==> src/rtl/rom_loader.sv <==
// Boot-time ROM loader: packs a little-endian byte stream into 32-bit words
// and writes them to consecutive ROM addresses while holding the core in reset.
module rom_loader #(
  parameter logic [31:0] BASE_ADDR = 32'h0000_0000,
  parameter int          LEN_W     = 16,
  parameter int          TIMEOUT   = 1_000_000
) (
  input  logic             clk,
  input  logic             rstn,
  input  logic             load_start,
  input  logic [LEN_W-1:0] load_len,
  input  logic             byte_valid,
  input  logic [7:0]       byte_data,
  output logic             byte_ready,
  output logic             wen,
  output logic [31:0]      w_addr,
  output logic [31:0]      w_data,
  output logic             busy,
  output logic             core_hold,
  output logic             done,
  output logic             err
);

  localparam int CNT_W = (TIMEOUT > 2) ? $clog2(TIMEOUT) : 1;

  typedef enum logic [1:0] {IDLE, RECV, WRITE, DONE} state_t;

  state_t           state_q, state_d;
  logic [LEN_W-1:0] len_q, len_d;
  logic [LEN_W-1:0] word_cnt_q, word_cnt_d;
  logic [1:0]       byte_idx_q, byte_idx_d;
  logic [31:0]      addr_q, addr_d;
  logic [CNT_W-1:0] idle_cnt_q, idle_cnt_d;
  logic [23:0]      word_q, word_d;
  logic [31:0]      w_addr_q, w_addr_d;
  logic [31:0]      w_data_q, w_data_d;
  logic             err_q, err_d;

  always_comb begin
    state_d    = state_q;
    len_d      = len_q;
    word_cnt_d = word_cnt_q;
    byte_idx_d = byte_idx_q;
    addr_d     = addr_q;
    idle_cnt_d = idle_cnt_q;
    word_d     = word_q;
    w_addr_d   = w_addr_q;
    w_data_d   = w_data_q;
    err_d      = 1'b0;
    case (state_q)
      IDLE: begin
        if (load_start) begin
          if (load_len != '0) begin
            len_d      = load_len;
            word_cnt_d = '0;
            byte_idx_d = 2'd0;
            addr_d     = BASE_ADDR;
            idle_cnt_d = '0;
            state_d    = RECV;
          end else begin
            state_d = DONE;
          end
        end
      end
      RECV: begin
        if (byte_valid) begin
          byte_idx_d = byte_idx_q + 2'd1;
          idle_cnt_d = '0;
          case (byte_idx_q)
            2'd0: word_d[7:0]   = byte_data;
            2'd1: word_d[15:8]  = byte_data;
            2'd2: word_d[23:16] = byte_data;
            default: begin
              // The fourth byte goes straight into the write register so
              // the write port is valid in the very next cycle.
              w_addr_d = addr_q;
              w_data_d = {byte_data, word_q};
              state_d  = WRITE;
            end
          endcase
        end else if (idle_cnt_q == CNT_W'(TIMEOUT - 1)) begin
          err_d   = 1'b1;
          state_d = IDLE;
        end else begin
          idle_cnt_d = idle_cnt_q + CNT_W'(1);
        end
      end
      WRITE: begin
        addr_d     = addr_q + 32'd4;
        word_cnt_d = word_cnt_q + LEN_W'(1);
        byte_idx_d = 2'd0;
        idle_cnt_d = '0;
        state_d    = ((word_cnt_q + LEN_W'(1)) == len_q) ? DONE : RECV;
      end
      default: state_d = IDLE;
    endcase
  end

  always_ff @(posedge clk or negedge rstn) begin
    if (!rstn) begin
      state_q    <= IDLE;
      len_q      <= '0;
      word_cnt_q <= '0;
      byte_idx_q <= 2'd0;
      addr_q     <= '0;
      idle_cnt_q <= '0;
      word_q     <= '0;
      w_addr_q   <= '0;
      w_data_q   <= '0;
      err_q      <= 1'b0;
    end else begin
      state_q    <= state_d;
      len_q      <= len_d;
      word_cnt_q <= word_cnt_d;
      byte_idx_q <= byte_idx_d;
      addr_q     <= addr_d;
      idle_cnt_q <= idle_cnt_d;
      word_q     <= word_d;
      w_addr_q   <= w_addr_d;
      w_data_q   <= w_data_d;
      err_q      <= err_d;
    end
  end

  assign byte_ready = (state_q == RECV);
  assign wen        = (state_q == WRITE);
  assign busy       = (state_q != IDLE);
  assign core_hold  = (state_q != IDLE);
  assign done       = (state_q == DONE);
  assign w_addr     = w_addr_q;
  assign w_data     = w_data_q;
  assign err        = err_q;

endmodule

==> config.mk <==
export PLATFORM = sky130hd
export DESIGN_NAME = rom_loader
export DESIGN_NICKNAME = d
export VERILOG_FILES = /design/src/rtl/rom_loader.sv
export SDC_FILE = /design/constraint.sdc
export NUM_CORES = 1
export LEC_CHECK = 0
export BUFFER_PORTS_ARGS = -buffer_cell sky130_fd_sc_hd__buf_2
export CORE_MARGIN = 4
export CORE_UTILIZATION = 60
export CTS_CLUSTER_DIAMETER = 150
export DETAILED_ROUTE_END_ITERATION = 12
export HOLD_SLACK_MARGIN = 0.03
export PLACE_DENSITY = 0.82
export SLEW_MARGIN = 20
export SYNTH_ARGS = -nofsm -noshare
export SYNTH_HDL_FRONTEND = slang
export SYNTH_SLANG_ARGS = --single-unit
==> constraint.sdc <==
create_clock -name clk -period 4.4 [get_ports clk]
set_clock_uncertainty 0.1 [all_clocks]
set_input_delay 0 -clock clk [delete_from_list [all_inputs] [get_ports clk]]
set_output_delay 0 -clock clk [all_outputs]
set_load 0.02 [all_outputs]
==> impl_metrics.tcl, run 1 <==
set metrics [dict create \
    synthArstFlopShare 1.000 \
    cp_cell_sequence "inv_2 > nand2_1 > inv_2 > nand3_1 > or4_1 > nor3_1 > or4b_1 > o31ai_1" \
    path_delay_family "simple AND/OR/NAND/NOR gates" \
    cp_common_cell "inv_2" \
    synth_compound_area_frac 0.07425 \
    clk_path_buf_depth 2 \
    fp.coreArea_um2 12880 \
    cts_setup_buffers 0 \
    final_cell_area_um2 9489 \
    startpoint "state_q[0]" \
    worst_pin_slew_ns 1.044 \
    syn2layout_area_growth_pct 18.30 \
    r2r-end "state_q[1]" \
    fin_crit_sh 0.7008 \
    grtUsageTotal 0.2582 \
    end_kind "flip-flop" \
    hpwl_mm 12.25 \
    fin_nets 855 \
    synth.most_common_cell "dfrtp_1" \
    ys.flop_type "dfrtp_1" \
    finalCriticalPeriod_ns 3.083 \
    r2r_setup_slack_ns 1.32 \
    drt_pass1_iterations 5 \
    max-vdd-ir-drop_mv 0.3462 \
    vias 6026 \
    tns_ns 0 \
    cap_violations 0 \
    synth_top_family_by_area "simple AND/OR/NAND/NOR gates" \
    rows 41 \
    fin_util 0.7370 \
    worstPathRequired_ns 4.63 \
    relSlewSlack 0.3041 \
    ys_top_cells_by_count "dfrtp_1 (173), mux2_2 (100), nor2_1 (53)" \
    cellPowerDensity_nw_per_um2 542.6 \
    path_clk_slew_ns 0.07 \
    yosys.area_share.xor_xnor 0.05787 \
    max_stage_delay_ns 0.53 \
    cts.sinks 173 \
    cts_buffers 17 \
    ys_top_cells_by_area "dfrtp_1 (54%), mux2_2 (14%), xnor2_1 (3.5%)" \
    die_area_um2 15280 \
    tritoncts "built" \
    synth.mux.area_fraction 0.1416 \
    outcome "finished with violations" \
    crit_slowest_cell "or4_1" \
    ios 98 \
    drtAntennaViolNets 0 \
    synth_area_leader_cell "dfrtp_1" \
    worst-r2r-cell-count 8 \
    ys_seq_area_frac 0.5397 \
    drc 0 \
    leakagePower_uw 0.004360 \
    rsz0062_at_grt "false" \
    grt_max_degree 112 \
    antenna_found_initial 0 \
    violations "hold timing" \
    max_freq_ghz 0.3243 \
    synth_top_area_frac 0.5397 \
    die_x_um 123.6 \
    grt_pass1_vias 6144 \
    rr_startpoint "state_q[0]" \
    grt_overflow 0 \
    ys_ff_latch 173 \
    syn-cell-area_um2 8021 \
    path_buf_inv 2 \
    avgSynthCellArea_um2 11.38 \
    synth_cell_types 58 \
    report.final.slew_viol_count 0 \
    dpl-instance-area_um2 8596 \
    antenna_cells 0 \
    synthAdderAreaFrac 0.01092 \
    io_buffers 95 \
    viasPerCell 5.996 \
    start_util 0.6230 \
    setup_viol 0 \
    htreeDepth 4 \
    critPathKind "flip-flop to flip-flop" \
    grt_pass1_wl_mm 30.42 \
    routed_wl_mm 18.44 \
    die_h_um 123.6 \
    post_drt_wl_per_cell_um 18.35 \
    insertion_delay_ns 0.43 \
    synth_edf_count 0 \
    drt_iter0_drc 507 \
    final_layout_size_suffix_gt1_frac 0.2953 \
    critPathCapture "state_q[1]" \
    cts_root_buffer "clkbuf_16" \
    cp_max_fo 20 \
    synthSimpleGateAreaFrac 0.1490 \
    fin_hold_ws_ns -0.009438 \
    arrival_ns 3.31 \
    start_kind "flip-flop" \
    place_congestion 0.8639 \
    min-delay-path-class "primary input to async pin" \
    synth_warnings 0 \
    crit_cells 8 \
    synthCells 705 \
    hold_viol 22 \
]
## report_power, final
group          total, µW  switching [µW]  internal [µW]
registers           2220             260           1960
logic               1430             809            623
clock network       1500             652            846
## worst register-to-register path: stages, from the launching register on
cell and delay, ns:
dfrtp_1 0.43, inv_2 0.12, nand2_1 0.43, inv_2 0.40
nand3_1 0.11, or4_1 0.53, nor3_1 0.16, or4b_1 0.45
o31ai_1 0.26
## cells in the final DEF, fill, tap and decap left out, types with 11 or more instances in the layout
cell,n
and3_1,14
o21ai_0,41
clkbuf_16,17
a21oi_1,21
nand4_1,16
xor2_1,21
or3_1,11
buf_2,94
mux2_2,100
nand2_1,41
dfrtp_1,173
dlygate4sd3_1,28
inv_1,11
nor2_1,52
xnor2_1,32
nor3_1,21
nand3_1,30
## logic make-up after synthesis
logic type                 Yosys count
and+or+nand+nor                    228
DFF                                173
muxes                              101
AOI/OAI and AO/OA                   96
xor gates and xnor gates            53
buffers and inverters               46
adders and majority gates            7
other                                1
## flip-flops by register name, indices dropped and copies added, names as in the netlist
name / flops
word_q: 24
byte_idx_q: 2
addr_q: 30
w_data: 32
len_q: 16
idle_cnt_q: 20
w_addr: 30
state_q: 2
word_cnt_q: 16
err: 1
## what timing repair did
item / CTS / global route
endpoints found under the hold margin: 162 / 0
resized for setup: 0 / 0
hold buffers: 28 / 0
## final cells by class
cell class	instances	area, µm²
clock buffers	18	429.2
clock inverters	14	156.4
fillers	854	3387
inverters	13	48.80
multi-input cells	487	3491
flip-flops and latches	173	4329
well taps	172	215.2
repair buffers	128	819.5
## through the flow
stage | power (µW) | hold slack [ns] | instances | worst slack, ns
after floorplan | 3196 | -0.3956 | 706 | 1.931
after global placement | 3535 | 0.08615 | 944 | 1.439
after detailed placement | 3636 | 0.1084 | 944 | 1.348
after CTS | 5167 | 0.2125 | 1004 | 1.331
after global routing | 5423 | 0.03851 | 1005 | 1.151
final | 5149 | -0.009438 | 1005 | 1.317
## worst min path at each step
stage                startpoint         end  slack (ns)  cells after the start
floorplan                  rstn  addr_q[10]       -0.40                      0
global placement           rstn  w_data[26]        0.09                      1
detailed placement         rstn   w_data[1]        0.11                      1
finish                     rstn  w_data[19]      -0.009                      2
global route               rstn  w_data[17]        0.04                      2
CTS                 load_len[4]    len_q[4]        0.21                      4
## per-layer routing
metal / up-vias / global-route usage / part of all wire
met3: 35 / 0.04723 / 0.055
met4: 0 / 0.09204 / 0.022
met2: 218 / 0.4481 / 0.52
li1: 2756 / - / -
met5: - / 0 / 0
met1: 3017 / 0.3247 / 0.40
(Power assumes the default switching activity.)
==> run 2, diff against run 1 <==
--- a/config.mk
+++ b/config.mk
@@ -7,11 +7,11 @@
 export LEC_CHECK = 0
 export BUFFER_PORTS_ARGS = -buffer_cell sky130_fd_sc_hd__buf_2
 export CORE_MARGIN = 4
-export CORE_UTILIZATION = 60
+export CORE_UTILIZATION = 53
 export CTS_CLUSTER_DIAMETER = 150
 export DETAILED_ROUTE_END_ITERATION = 12
 export HOLD_SLACK_MARGIN = 0.03
-export PLACE_DENSITY = 0.82
+export PLACE_DENSITY = 0.77
 export SLEW_MARGIN = 20
 export SYNTH_ARGS = -nofsm -noshare
 export SYNTH_HDL_FRONTEND = slang
==> constraint.sdc (replaced) <==
create_clock -name clk -period 2.7 [get_ports clk]
set_clock_uncertainty 0.1 [all_clocks]
set_input_delay 0 -clock clk [delete_from_list [all_inputs] [get_ports clk]]
set_output_delay 0 -clock clk [all_outputs]
set_load 0.02 [all_outputs]
==> impl_metrics.tcl, run 2 (synthesized netlist as in run 1, its figures left out) <==
set metrics [dict create \
    critPathKind "flip-flop to flip-flop" \
    cts_root_buffer "clkbuf_16" \
    start_util 0.5457 \
    drc 0 \
    io_buffers 95 \
    hpwl_mm 12.17 \
    grt_overflow 0 \
    p_seq_frac 0.422 \
    fp.coreArea_um2 14700 \
    tritoncts "built" \
    report.final.slew_viol_count 0 \
    syn2layout_area_growth_pct 20.65 \
    grt_pass1_wl_mm 29.52 \
    max-vdd-ir-drop_mv 0.4925 \
    path_buf_inv 0 \
    largest_reg_flops 32 \
    finalCriticalPeriod_ns 2.569 \
    grt_pass1_vias 6033 \
    relSlewSlack 0.3702 \
    end_kind "flip-flop" \
    pwr-share-comb 0.280 \
    final_cell_mix "dfrtp_1 (172), mux2_2 (100), buf_2 (94), nor2_1 (52)" \
    final_cells 1034 \
    fin_nets 872 \
    switchingPower_uw 2795 \
    cap_violations 0 \
    hold_viol 0 \
    leakagePower_uw 0.004465 \
    antenna_found_initial 0 \
    cts_setup_buffers 0 \
    viasPerCell 5.784 \
    final_cell_area_um2 9678 \
    switching_share 0.3275 \
    fin_crit_sh 0.9515 \
    fillers 1083 \
    die_area_um2 17170 \
    die_h_um 131.0 \
    worst_pin_slew_ns 0.9437 \
    max_freq_ghz 0.3893 \
    total_power_uw 8534 \
    max_stage_delay_ns 0.54 \
    clk_path_buf_depth 2 \
    cellPowerDensity_nw_per_um2 881.8 \
    vias 5981 \
    crit_slowest_cell "or4_1" \
    htreeDepth 4 \
    final_common_cell "dfrtp_1" \
    path_delay_family "simple AND/OR/NAND/NOR gates" \
    final_layout_size_suffix_gt1_frac 0.3141 \
    grtUsageTotal 0.2183 \
    rsz0062_at_grt "false" \
    insertion_delay_ns 0.43 \
    drtAntennaViolNets 0 \
    cts_buffers 17 \
    worstPathRequired_ns 2.94 \
    cp_cell_sequence "ha_1 > xnor2_1 > nand3_1 > or4_1 > nor3_2 > or4b_4 > o31ai_2" \
    place_congestion 0.8950 \
    setup_viol 0 \
    dpl.cell_count 974 \
    min-delay-path-class "primary input to async pin" \
    routed_wl_mm 17.73 \
    post_drt_wl_per_cell_um 17.15 \
    p_int_uw 5739 \
    start_kind "flip-flop" \
    outcome "complete, no violations" \
    rows 44 \
    grt_max_degree 72 \
    die_x_um 131.0 \
    dpl-instance-area_um2 8771 \
    path_clk_slew_ns 0.07 \
    drt_iter0_drc 422 \
    cp_max_fo 5 \
    ios 98 \
    antenna_cells 0 \
    drt_pass1_iterations 5 \
    cts.sinks 173 \
    arrival_ns 2.81 \
    clkPwrFrac 0.297 \
    tns_ns 0 \
]
-- run 2: path summary, 6_finish.rpt --
path	startpoint	endpoint	slack (ns)	cells past startpoint
min in group clk	load_len[4]	len_q[4]	0.25	4
worst min-delay path	rstn	idle_cnt_q[19]	0.06	2
max in group asynchronous	rstn	w_data[20]	1.70	3
worst min register to register	w_addr[16]	w_addr[16]	0.38	2
worst max-delay path	word_cnt_q[1]	state_q[1]	0.13	7
worst max register to register	word_cnt_q[1]	state_q[1]	0.13	7
-- run 2: layout make-up --
cell class	instances	area, µm²	area share
Inverter	13	48.80	0.005042
Clock buffer	19	432.9	0.04473
Multi-Input combinational cell	487	3506	0.3622
Clock inverter	13	177.7	0.01836
Timing Repair Buffer	145	952.2	0.09838
Tap cell	184	230.2	0.02379
Sequential cell	173	4330	0.4474
-- run 2: repair_timing --
action                                  CTS  global route
hold endpoints to repair                226             0
resized for setup                         0             5
endpoints found under the setup margin    0            17
hold buffers                             28             0
-- run 2: power groups by stage --
stage	Combinational, µW	Clock, µW	Sequential, µW
floorplan	1400	0	3810
global placement	2240	0	3600
detailed placement	2350	0	3650
CTS	2400	2580	3610
global route	2610	2690	3690
finish	2390	2540	3610
-- run 2: routing by layer --
| layer | GRT usage | routed length (µm) | part of all wire | vias up |
|---|---|---|---|---|
| met5 | 0 | 0 | 0 | - |
| met4 | 0.08167 | 332 | 0.019 | 0 |
| met3 | 0.04309 | 788 | 0.044 | 33 |
| met2 | 0.3751 | 9042 | 0.51 | 144 |
| met1 | 0.2734 | 7569 | 0.43 | 3008 |
| li1 | - | - | - | 2796 |
-- run 2: metrics by stage --
stage	worst slack, ns	utilization	hold slack, ns
global placement	0.2065	0.5967	-0.04462
global route	0.01915	0.6584	0.1283
floorplan	0.2314	-	-0.3956
finish	0.1310	0.6584	0.05886
detailed placement	0.08401	0.5967	-0.04083
CTS	0.08018	0.6573	0.06986
